==> config.mk <==
export PLATFORM = sky130hd
export DESIGN_NAME = muldiv_seq
export DESIGN_NICKNAME = d
export VERILOG_FILES = /design/src/rtl/muldiv_seq.sv
export SDC_FILE = /design/constraint.sdc
export NUM_CORES = 1
export LEC_CHECK = 0
export ABC_AREA = 1
export BUFFER_PORTS_ARGS = -buffer_cell sky130_fd_sc_hd__buf_4
export CAP_MARGIN = 20
export CORE_ASPECT_RATIO = 1.5
export CORE_UTILIZATION = 35
export DETAILED_ROUTE_END_ITERATION = 10
export PLACE_DENSITY_LB_ADDON = 0.2
export SLEW_MARGIN = 20
export SYNTH_ARGS = -nofsm -noshare
export SYNTH_HDL_FRONTEND = slang
export SYNTH_SLANG_ARGS = --single-unit
==> constraint.sdc <==
create_clock -name clk -period 6.14 [get_ports clk]
set_input_delay 1.228 -clock clk [delete_from_list [all_inputs] [get_ports clk]]
set_output_delay 1.228 -clock clk [all_outputs]
set_load 0.1 [all_outputs]
==> src/rtl/muldiv_seq.sv <==
// muldiv_seq: iterative MUL/MULHU/DIVU/REMU sequencer that stalls the execute stage; divider built only with MULDIV_DIV_EN.
module muldiv_seq #(
  parameter int N = 32
) (
  input  logic         clk,
  input  logic         rst,
  input  logic         start,
  input  logic [1:0]   op,
  input  logic [N-1:0] a,
  input  logic [N-1:0] b,
  input  logic         flush,
  output logic         stall,
  output logic         busy,
  output logic         done,
  output logic         err,
  output logic [N-1:0] result
);
  localparam int CW = $clog2(N) + 1;
  typedef enum logic [1:0] {IDLE, BUSY, DONE} state_t;
  state_t state, state_nx;
  logic [CW-1:0] cnt;
  logic [1:0] op_q;
  logic [N-1:0] b_q, div_res, imm_res, res_busy;
  logic [2*N-1:0] prod, prod_nx;
  logic [N:0] sum;
  logic launch, last, imm_go, imm_err;
`ifdef MULDIV_DIV_EN
  logic [N-1:0] rem, rem_nx, quo, quo_nx;
  logic [N:0] rs, diff;
  always_comb begin
    rs = {rem, quo[N-1]};
    diff = rs - {1'b0, b_q};
    rem_nx = diff[N] ? rs[N-1:0] : diff[N-1:0];
    quo_nx = {quo[N-2:0], ~diff[N]};
  end
  always_ff @(posedge clk or posedge rst)
    if (rst) begin
      rem <= '0;
      quo <= '0;
    end else if (launch) begin
      rem <= '0;
      quo <= a;
    end else if (state == BUSY) begin
      rem <= rem_nx;
      quo <= quo_nx;
    end
  assign div_res = op_q[0] ? rem_nx : quo_nx;
  assign imm_go = op[1] & (b == '0);
  assign imm_res = op[0] ? a : '1;
  assign imm_err = 1'b0;
`else
  // DIVU/REMU are rejected at issue and complete immediately with err
  assign div_res = '0;
  assign imm_go = op[1];
  assign imm_res = '0;
  assign imm_err = 1'b1;
`endif
  always_comb begin
    launch = (state == IDLE) & start & ~flush;
    last = cnt == CW'(N - 1);
    sum = {1'b0, prod[2*N-1:N]} + (prod[0] ? {1'b0, b_q} : '0);
    prod_nx = {sum, prod[N-1:1]};
    res_busy = op_q[1] ? div_res : (op_q[0] ? prod_nx[2*N-1:N] : prod_nx[N-1:0]);
    state_nx = state;
    if (state == IDLE) state_nx = launch ? (imm_go ? DONE : BUSY) : IDLE;
    else if (state == BUSY) state_nx = flush ? IDLE : (last ? DONE : BUSY);
    else state_nx = IDLE;
    stall = ~rst & (launch | (state == BUSY));
  end
  always_ff @(posedge clk or posedge rst)
    if (rst) begin
      state <= IDLE;
      busy <= 1'b0;
      done <= 1'b0;
      err <= 1'b0;
      result <= '0;
      cnt <= '0;
      op_q <= '0;
      b_q <= '0;
      prod <= '0;
    end else begin
      state <= state_nx;
      busy <= state_nx != IDLE;
      done <= state_nx == DONE;
      err <= launch & imm_go & imm_err;
      cnt <= (state == BUSY) ? cnt + 1'b1 : '0;
      if (launch) begin
        op_q <= op;
        b_q <= b;
        prod <= {{N{1'b0}}, a};
        if (imm_go) result <= imm_res;
      end
      if (state == BUSY) begin
        prod <= prod_nx;
        if (last & ~flush) result <= res_busy;
      end
    end
endmodule

==> results of run 1 <==
cell families after synthesis:
logic type,Yosys count
adder cells (fa/ha/maj),34
buffers and inverters,255
flip-flops,141
XOR/XNOR,13
AO/OA/AOI/OAI,134
AND/OR/NAND/NOR,697
layout make-up:
| cell class | count | area (um^2) |
|---|---|---|
| tap | 324 | 405 |
| clock buffer | 22 | 464 |
| clock inverter | 9 | 135 |
| timing repair buffer | 111 | 833 |
| sequential | 141 | 3530 |
| multi-input combinational | 878 | 4200 |
| fill | 2627 | 14200 |
| inverter | 211 | 797 |
worst max-delay path, delay by kind of cell:
kind                   cells  cell delay [ns]
AND/OR/NAND/NOR            4             0.90
buffers and inverters      2             0.35
cell usage in the layout (no fill, tap or decap), types with 2 or more instances in the layout:
| cell type | count |
|---|---|
| sky130_fd_sc_hd__inv_2 | 6 |
| sky130_fd_sc_hd__o211ai_2 | 10 |
| sky130_fd_sc_hd__and2_1 | 2 |
| sky130_fd_sc_hd__nand3_1 | 40 |
| sky130_fd_sc_hd__clkbuf_1 | 3 |
| sky130_fd_sc_hd__clkbuf_16 | 17 |
| sky130_fd_sc_hd__nand2_2 | 3 |
| sky130_fd_sc_hd__nor2_1 | 48 |
| sky130_fd_sc_hd__o21ai_1 | 15 |
| sky130_fd_sc_hd__nor3_1 | 26 |
| sky130_fd_sc_hd__clkinvlp_4 | 3 |
| sky130_fd_sc_hd__inv_1 | 204 |
| sky130_fd_sc_hd__nor2_4 | 2 |
| sky130_fd_sc_hd__bufinv_16 | 3 |
| sky130_fd_sc_hd__a21o_1 | 2 |
| sky130_fd_sc_hd__a221oi_1 | 12 |
| sky130_fd_sc_hd__a21oi_1 | 43 |
| sky130_fd_sc_hd__nand2_1 | 559 |
| sky130_fd_sc_hd__nor2_2 | 4 |
| sky130_fd_sc_hd__dfrtp_1 | 141 |
| sky130_fd_sc_hd__buf_4 | 111 |
| sky130_fd_sc_hd__nand4_1 | 5 |
| sky130_fd_sc_hd__inv_6 | 2 |
| sky130_fd_sc_hd__ha_1 | 33 |
| sky130_fd_sc_hd__o21ai_0 | 31 |
| sky130_fd_sc_hd__xnor2_1 | 12 |
| sky130_fd_sc_hd__nand3_2 | 2 |
| sky130_fd_sc_hd__nand3b_1 | 2 |
| sky130_fd_sc_hd__o211ai_1 | 17 |
| sky130_fd_sc_hd__clkbuf_8 | 2 |
per-layer routing:
layer	global-route usage [%]	wire, um	up-vias
met5	0	0	-
met4	12.0	1230	0
met3	3.31	756	50
met2	38.8	13500	146
met1	22.3	9920	3606
li1	-	-	4096
power groups by stage:
stage	Clock [mW]	Sequential (mW)	Combinational, mW
finish	1.08	1.21	1.43
global route	1.15	1.23	1.62
global placement	0	1.22	1.44
floorplan	0	1.21	1.03
detailed placement	0	1.23	1.45
CTS	1.11	1.21	1.45
flip-flops by register name, indices dropped and copies added (netlist names):
name,cells
prod,64
b_q,32
result,32
cnt,6
op_q,2
state,2
busy,1
done,1
err,1
worst min path at each step:
| stage | endpoint | cells after the start | from | slack [ns] |
|---|---|---|---|---|
| 2_1_floorplan | cnt[0] | 1 | cnt[0] | 0.43 |
| 3_3_place_gp | cnt[0] | 1 | cnt[0] | 0.45 |
| 3_5_place_dp | b_q[25] | 2 | b_q[25] | 0.46 |
| 4_1_cts | cnt[0] | 1 | cnt[0] | 0.47 |
| 5_1_grt | b_q[25] | 2 | b_q[25] | 0.49 |
| 6_report | cnt[0] | 1 | cnt[0] | 0.46 |
==> reports/metrics.json, run 1 <==
{
  "status": "finished clean",
  "firstDrtPassIters": 5,
  "cts-htree-levels": 4,
  "synthDominantAreaCellType": "sky130_fd_sc_hd__dfrtp_1",
  "synth-warning-count": 0,
  "synthDominantCellAreaShare_pct": 40.1,
  "final_period_util_pct": 61.2,
  "clk_skew_ns": 0.00995,
  "routabilityCongestion": 0.949,
  "netlist_area_um2": 8790,
  "number_of_enable_type_register_cells_in_the_synthesized_netlist": 0,
  "power_frac_clock_pct": 29.0,
  "synth_cell_type_count": 39,
  "ant_nets": 0,
  "post_cts_hold_buffer_count": 0,
  "synthXorXnorAreaFrac_pct": 1.30,
  "synth.avg_cell_area_um2": 6.90,
  "power.ir.vdd_worst_mv": 0.201,
  "layout.nets": 1464,
  "die_width_um": 131,
  "placement_rows": 70,
  "cell_count_of_the_worst_reg_to_reg_path": 6,
  "unrepaired_setup_endpoints_after_global_routing": "no",
  "global_route_wire_length_before_repair_mm": 41.1,
  "finalHoldViolCount": 0,
  "stdcell_area_um2": 10400,
  "detail_route.wirelength_mm": 25.5,
  "die-area_um2": 25800,
  "cells_taking_the_most_area_after_synthesis": "sky130_fd_sc_hd__dfrtp_1, sky130_fd_sc_hd__nand2_1, sky130_fd_sc_hd__inv_1, sky130_fd_sc_hd__ha_1, sky130_fd_sc_hd__a21oi_1",
  "crit_path_end_kind": "output pin",
  "max_freq_mhz": 266,
  "clkSinkCount": 141,
  "synthAdderAreaFrac_pct": 4.92,
  "post-synth-top-count-cell": "sky130_fd_sc_hd__nand2_1",
  "synth_simple_gate_area_share_pct": 31.7,
  "yosys-top-cells-count": "sky130_fd_sc_hd__nand2_1, sky130_fd_sc_hd__inv_1, sky130_fd_sc_hd__dfrtp_1",
  "pwr-share-seq_pct": 32.5,
  "worstSetupStartpointType": "input pin",
  "antenna_violations_before_repair": 0,
  "timing.critical_path.slowest_cell_delay_ns": 0.57,
  "vias_per_cell": 4.66,
  "clock_pin_slew_of_the_registers_on_the_worst_case_setup_and_hold_paths_ns": 0.06,
  "max_slew.worst_pin.slew_ns": 0.944,
  "antenna_cells_inserted": 0,
  "yosys-mux-area-fraction_pct": 0,
  "worstPathCellList": "buf_4 -> nor2_1 -> and3_2 -> nor2_8 -> nor2_1 -> buf_4",
  "drcViolationCount": 0,
  "drive_gt1_share_pct": 12.5,
  "ys_async_sr_fraction_pct": 100,
  "globalRouteTotalUtil_pct": 20.9,
  "hold_slack_ns": 0.459,
  "grt_max_degree": 66,
  "report.power.total_mw": 3.72,
  "ys_ff_latch": 141,
  "power.share.switching_pct": 39.8,
  "dpl_worst_slack_ns": 2.36,
  "comb_power_share_pct": 38.5,
  "fin_tns_setup_ns": 0,
  "postPlaceCellArea_um2": 9760,
  "instances_no_fill": 1696,
  "power_per_cell_area_nw_per_um2": 359,
  "num_io_pins": 106,
  "first_iter_violations": 426,
  "synth_top_family_by_area": "simple AND/OR/NAND/NOR gates",
  "worst-endpoint-required_ns": 4.91,
  "post-cts-setup-buffers": 0,
  "dp_cells": 1665,
  "cp-endpoint": "stall",
  "synth-main-ff-cell": "sky130_fd_sc_hd__dfrtp_1",
  "clk_latency_ns": 0.43,
  "setup.worst_path.class": "input pin to output pin",
  "total_switching_power_mw": 1.48,
  "die_y_um": 196,
  "critical_path_arrival_ns": 2.53,
  "root_buffer": "sky130_fd_sc_hd__clkbuf_16",
  "start_util_pct": 35.9,
  "detailedPlacementHpwl_mm": 19.1,
  "place.port_buffers": 105,
  "gr-total-overflow": 0,
  "area_growth_syn_to_layout_pct": 17.8,
  "syn_nets": 1378,
  "setup_ws_ns": 2.38,
  "cts.path.max_buffers": 2,
  "ys_seq_area_share_pct": 40.1,
  "clock_tree_from_tritoncts": "yes",
  "timing.hold.worst.class": "flip-flop to flip-flop",
  "relSlewSlack_pct": 37.1,
  "report.final.slew_viol_count": 0,
  "detail_route.wl_per_cell_um": 15.0,
  "synth_compound_gate_area_share_pct": 9.72,
  "internal-power_mw": 2.24,
  "cts_resized": 0,
  "setup_viol": 0,
  "max_cap_violations": 0,
  "setup.worst_path.start": "flush",
  "total_leakage_power_nw": 5.97,
  "via_count_of_the_first_global_routing_pass": 7963,
  "core_region_area_um2": 24500,
  "vias": 7898,
  "syn-instance-count": 1274,
  "ff_to_ff_setup_slack_ns": 3.25,
  "reg2reg_from": "state[1]",
  "critical-path-slowest-cell": "sky130_fd_sc_hd__nor2_8",
  "period_needed_ns": 3.76,
  "worst_r2r_endpoint": "result[13]",
  "numCtsBuffers": 17,
  "finalCoreUtilization_pct": 42.2,
  "biggest_fanout_along_the_worst_timing_path": 46
}
No activity file was read; power rests on OpenSTA's default activity.
==> run 2, diff against run 1 <==
- ABC_AREA: 1 -> 0
- clock period: 6.14 -> 3.7 ns (I/O delays scaled with it)
==> run 2 against run 1 <==
Compared with the run above:
- register-to-register slack worse by 2.7 ns
- combinational power up 29%
- critical path depth is 6 higher
- via count decreased by 20%
- core utilization rose by 1.5 points
- synthesized area down 14%
- die area down 13%
- wire length decreased by 17%
- flip-flop and latch count unchanged
- first-iteration DRC count is 20% lower
- critical endpoint is now result[23]
==> reports/metrics.json, run 2 <==
{
  "status": "finished clean",
  "max_freq_mhz": 317,
  "first_iter_violations": 342,
  "biggest_fanout_along_the_worst_timing_path": 18,
  "largest_register_ffs": 64,
  "final_period_util_pct": 85.2,
  "clk_skew_ns": 0.00761,
  "clkSinkCount": 141,
  "gr-total-overflow": 0,
  "synth-warning-count": 0,
  "worstPathCellList": "and2_1 -> ha_1 -> inv_1 -> fa_1 -> nor2b_1 -> o31a_1 -> o21ai_1 -> a21oi_2 -> o221ai_4 -> xor2_1 -> o21ai_0 -> a22o_1",
  "synthDominantAreaCellType": "sky130_fd_sc_hd__dfrtp_1",
  "setup_viol": 0,
  "num_io_pins": 106,
  "cell_count_of_the_worst_reg_to_reg_path": 12,
  "layout.nets": 1051,
  "area_growth_syn_to_layout_pct": 21.7,
  "report.power.total_mw": 5.70,
  "hold-path-endpoint": "cnt[0]",
  "worst_r2r_endpoint": "result[23]",
  "cts_resized": 0,
  "die_y_um": 182,
  "timing.critical_path.slowest_cell_delay_ns": 0.60,
  "cells_taking_the_most_area_after_synthesis": "sky130_fd_sc_hd__dfrtp_1, sky130_fd_sc_hd__nand2_1, sky130_fd_sc_hd__ha_1, sky130_fd_sc_hd__o21ai_0, sky130_fd_sc_hd__nor2_1",
  "syn_nets": 966,
  "via_count_of_the_first_global_routing_pass": 6456,
  "power.ir.vdd_worst_mv": 0.348,
  "detailedPlacementHpwl_mm": 15.2,
  "instances_no_fill": 1227,
  "clk_latency_ns": 0.43,
  "numCtsBuffers": 17,
  "critical-path-slowest-cell": "sky130_fd_sc_hd__dfrtp_1",
  "report.final.slew_viol_count": 0,
  "synth-main-ff-cell": "sky130_fd_sc_hd__dfrtp_1",
  "antenna_cells_inserted": 0,
  "post_cts_hold_buffer_count": 0,
  "vias": 6327,
  "finalHoldViolCount": 0,
  "synth_cell_type_count": 55,
  "antenna_violations_before_repair": 0,
  "setup.worst_path.class": "flip-flop to flip-flop",
  "drcViolationCount": 0,
  "globalRouteTotalUtil_pct": 20.1,
  "max_cap_violations": 0,
  "ys_seq_area_share_pct": 46.5,
  "placement_rows": 65,
  "mostFrequentLayoutCell": "sky130_fd_sc_hd__nand2_1",
  "start_util_pct": 35.9,
  "fin_tns_setup_ns": 0,
  "ff_to_ff_setup_slack_ns": 0.55,
  "number_of_enable_type_register_cells_in_the_synthesized_netlist": 0,
  "firstDrtPassIters": 4,
  "dp_cells": 1196,
  "post-cts-setup-buffers": 0,
  "synth.avg_cell_area_um2": 8.81,
  "core_region_area_um2": 21100,
  "relSlewSlack_pct": 37.0,
  "global_route_wire_length_before_repair_mm": 33.9,
  "place.port_buffers": 105,
  "total_leakage_power_nw": 4.49,
  "detail_route.wirelength_mm": 21.2,
  "timing.hold.worst.class": "flip-flop to flip-flop",
  "die_width_um": 122,
  "largestRegisters": "prod: 64 flops, b_q: 32 flops, result: 32 flops",
  "syn-instance-count": 862,
  "power_per_cell_area_nw_per_um2": 617,
  "min-delay-start": "cnt[0]",
  "postPlaceCellArea_um2": 8650,
  "netlist_area_um2": 7590,
  "yosys-top-cells-count": "sky130_fd_sc_hd__nand2_1, sky130_fd_sc_hd__dfrtp_1, sky130_fd_sc_hd__nor2_1",
  "root_buffer": "sky130_fd_sc_hd__clkbuf_16",
  "cts.path.max_buffers": 2,
  "reg2reg_from": "prod[0]",
  "detail_route.wl_per_cell_um": 17.3,
  "worstSetupStartpointType": "flip-flop",
  "routabilityCongestion": 0.857,
  "post-synth-top-count-cell": "sky130_fd_sc_hd__nand2_1",
  "commonest_non_fill_non_tap_cells_in_the_layout": "sky130_fd_sc_hd__nand2_1, sky130_fd_sc_hd__dfrtp_1, sky130_fd_sc_hd__buf_4, sky130_fd_sc_hd__nor2_1, sky130_fd_sc_hd__o21ai_0",
  "clock_pin_slew_of_the_registers_on_the_worst_case_setup_and_hold_paths_ns": 0.07,
  "max_slew.worst_pin.slew_ns": 0.946,
  "crit_path_end_kind": "flip-flop",
  "vias_per_cell": 5.16,
  "drive_gt1_share_pct": 17.9,
  "cts-htree-levels": 4,
  "period_needed_ns": 3.15,
  "ys_ff_latch": 141,
  "critical_path_arrival_ns": 3.47,
  "clock_tree_from_tritoncts": "yes",
  "largest_register": "prod",
  "ys_async_sr_fraction_pct": 100,
  "stdcell_area_um2": 9240,
  "unrepaired_setup_endpoints_after_global_routing": "no",
  "grt_max_degree": 142,
  "ant_nets": 0,
  "synthDominantCellAreaShare_pct": 46.5,
  "worst-endpoint-required_ns": 4.02,
  "min_delay_path_depth": 1,
  "die-area_um2": 22300
}
## run 2: cells by family after synthesis
kind of cell / count (synthesis) / synth area share, %
DFF: 141 / 46.5
and+or+nand+nor: 368 / 21.0
adders and majority gates: 34 / 5.70
AOI/OAI and AO/OA: 207 / 18.0
muxes: 13 / 1.80
xor gates and xnor gates: 32 / 3.69
buffers and inverters: 67 / 3.33
## run 2: final cells by class
type                    instances  area, um^2
clock inverters                13         153
well taps                     268         335
repair buffers                116         883
multi-input cells             654        3830
clock buffers                  18         439
fillers                      2127       11900
inverters                      17        67.6
flip-flops and latches        141        3530
## run 2: worst max-delay path, delay by kind of cell (launching register included)
family	cells	cell delay, ns
AO/OA/AOI/OAI	6	1.19
flip-flops	1	0.60
adder cells (fa/ha/maj)	2	0.55
AND/OR/NAND/NOR	2	0.36
XOR/XNOR	1	0.30
buffers and inverters	1	0.05
## run 2: how the worst max path moves through the flow
stage               startpoint         end  slack, ns  depth (start not counted)
finish                 prod[0]  result[23]       0.55                         12
global route           prod[0]  result[23]       0.20                         12
CTS                    prod[0]  result[23]       0.51                         12
detailed placement     prod[0]    prod[57]       0.52                         12
global placement       prod[0]  result[23]       0.58                         12
floorplan                flush       stall       0.15                          5
## run 2: per-layer routing
metal / vias up / routed length, um / global-route usage, %
met3: 47 / 624 / 3.00
li1: 3137 / - / -
met4: 0 / 835 / 10.8
met2: 135 / 11700 / 36.8
met5: - / 0 / 0
met1: 3008 / 8080 / 21.8
## run 2: where the power goes
group	switching [mW]	internal, mW
combinational	1.15	0.704
clock	0.709	1.02
sequential	0.261	1.86
total	2.12	3.58
## run 2: metrics by stage
stage          setup WS, ns  util, %  hold slack (ns)
6_report              0.549     43.7            0.461
2_1_floorplan         0.153        -            0.433
3_5_place_dp          0.515     40.9            0.456
3_3_place_gp          0.584     40.9            0.455
4_1_cts               0.512     43.7            0.465
5_1_grt               0.204     43.7            0.490
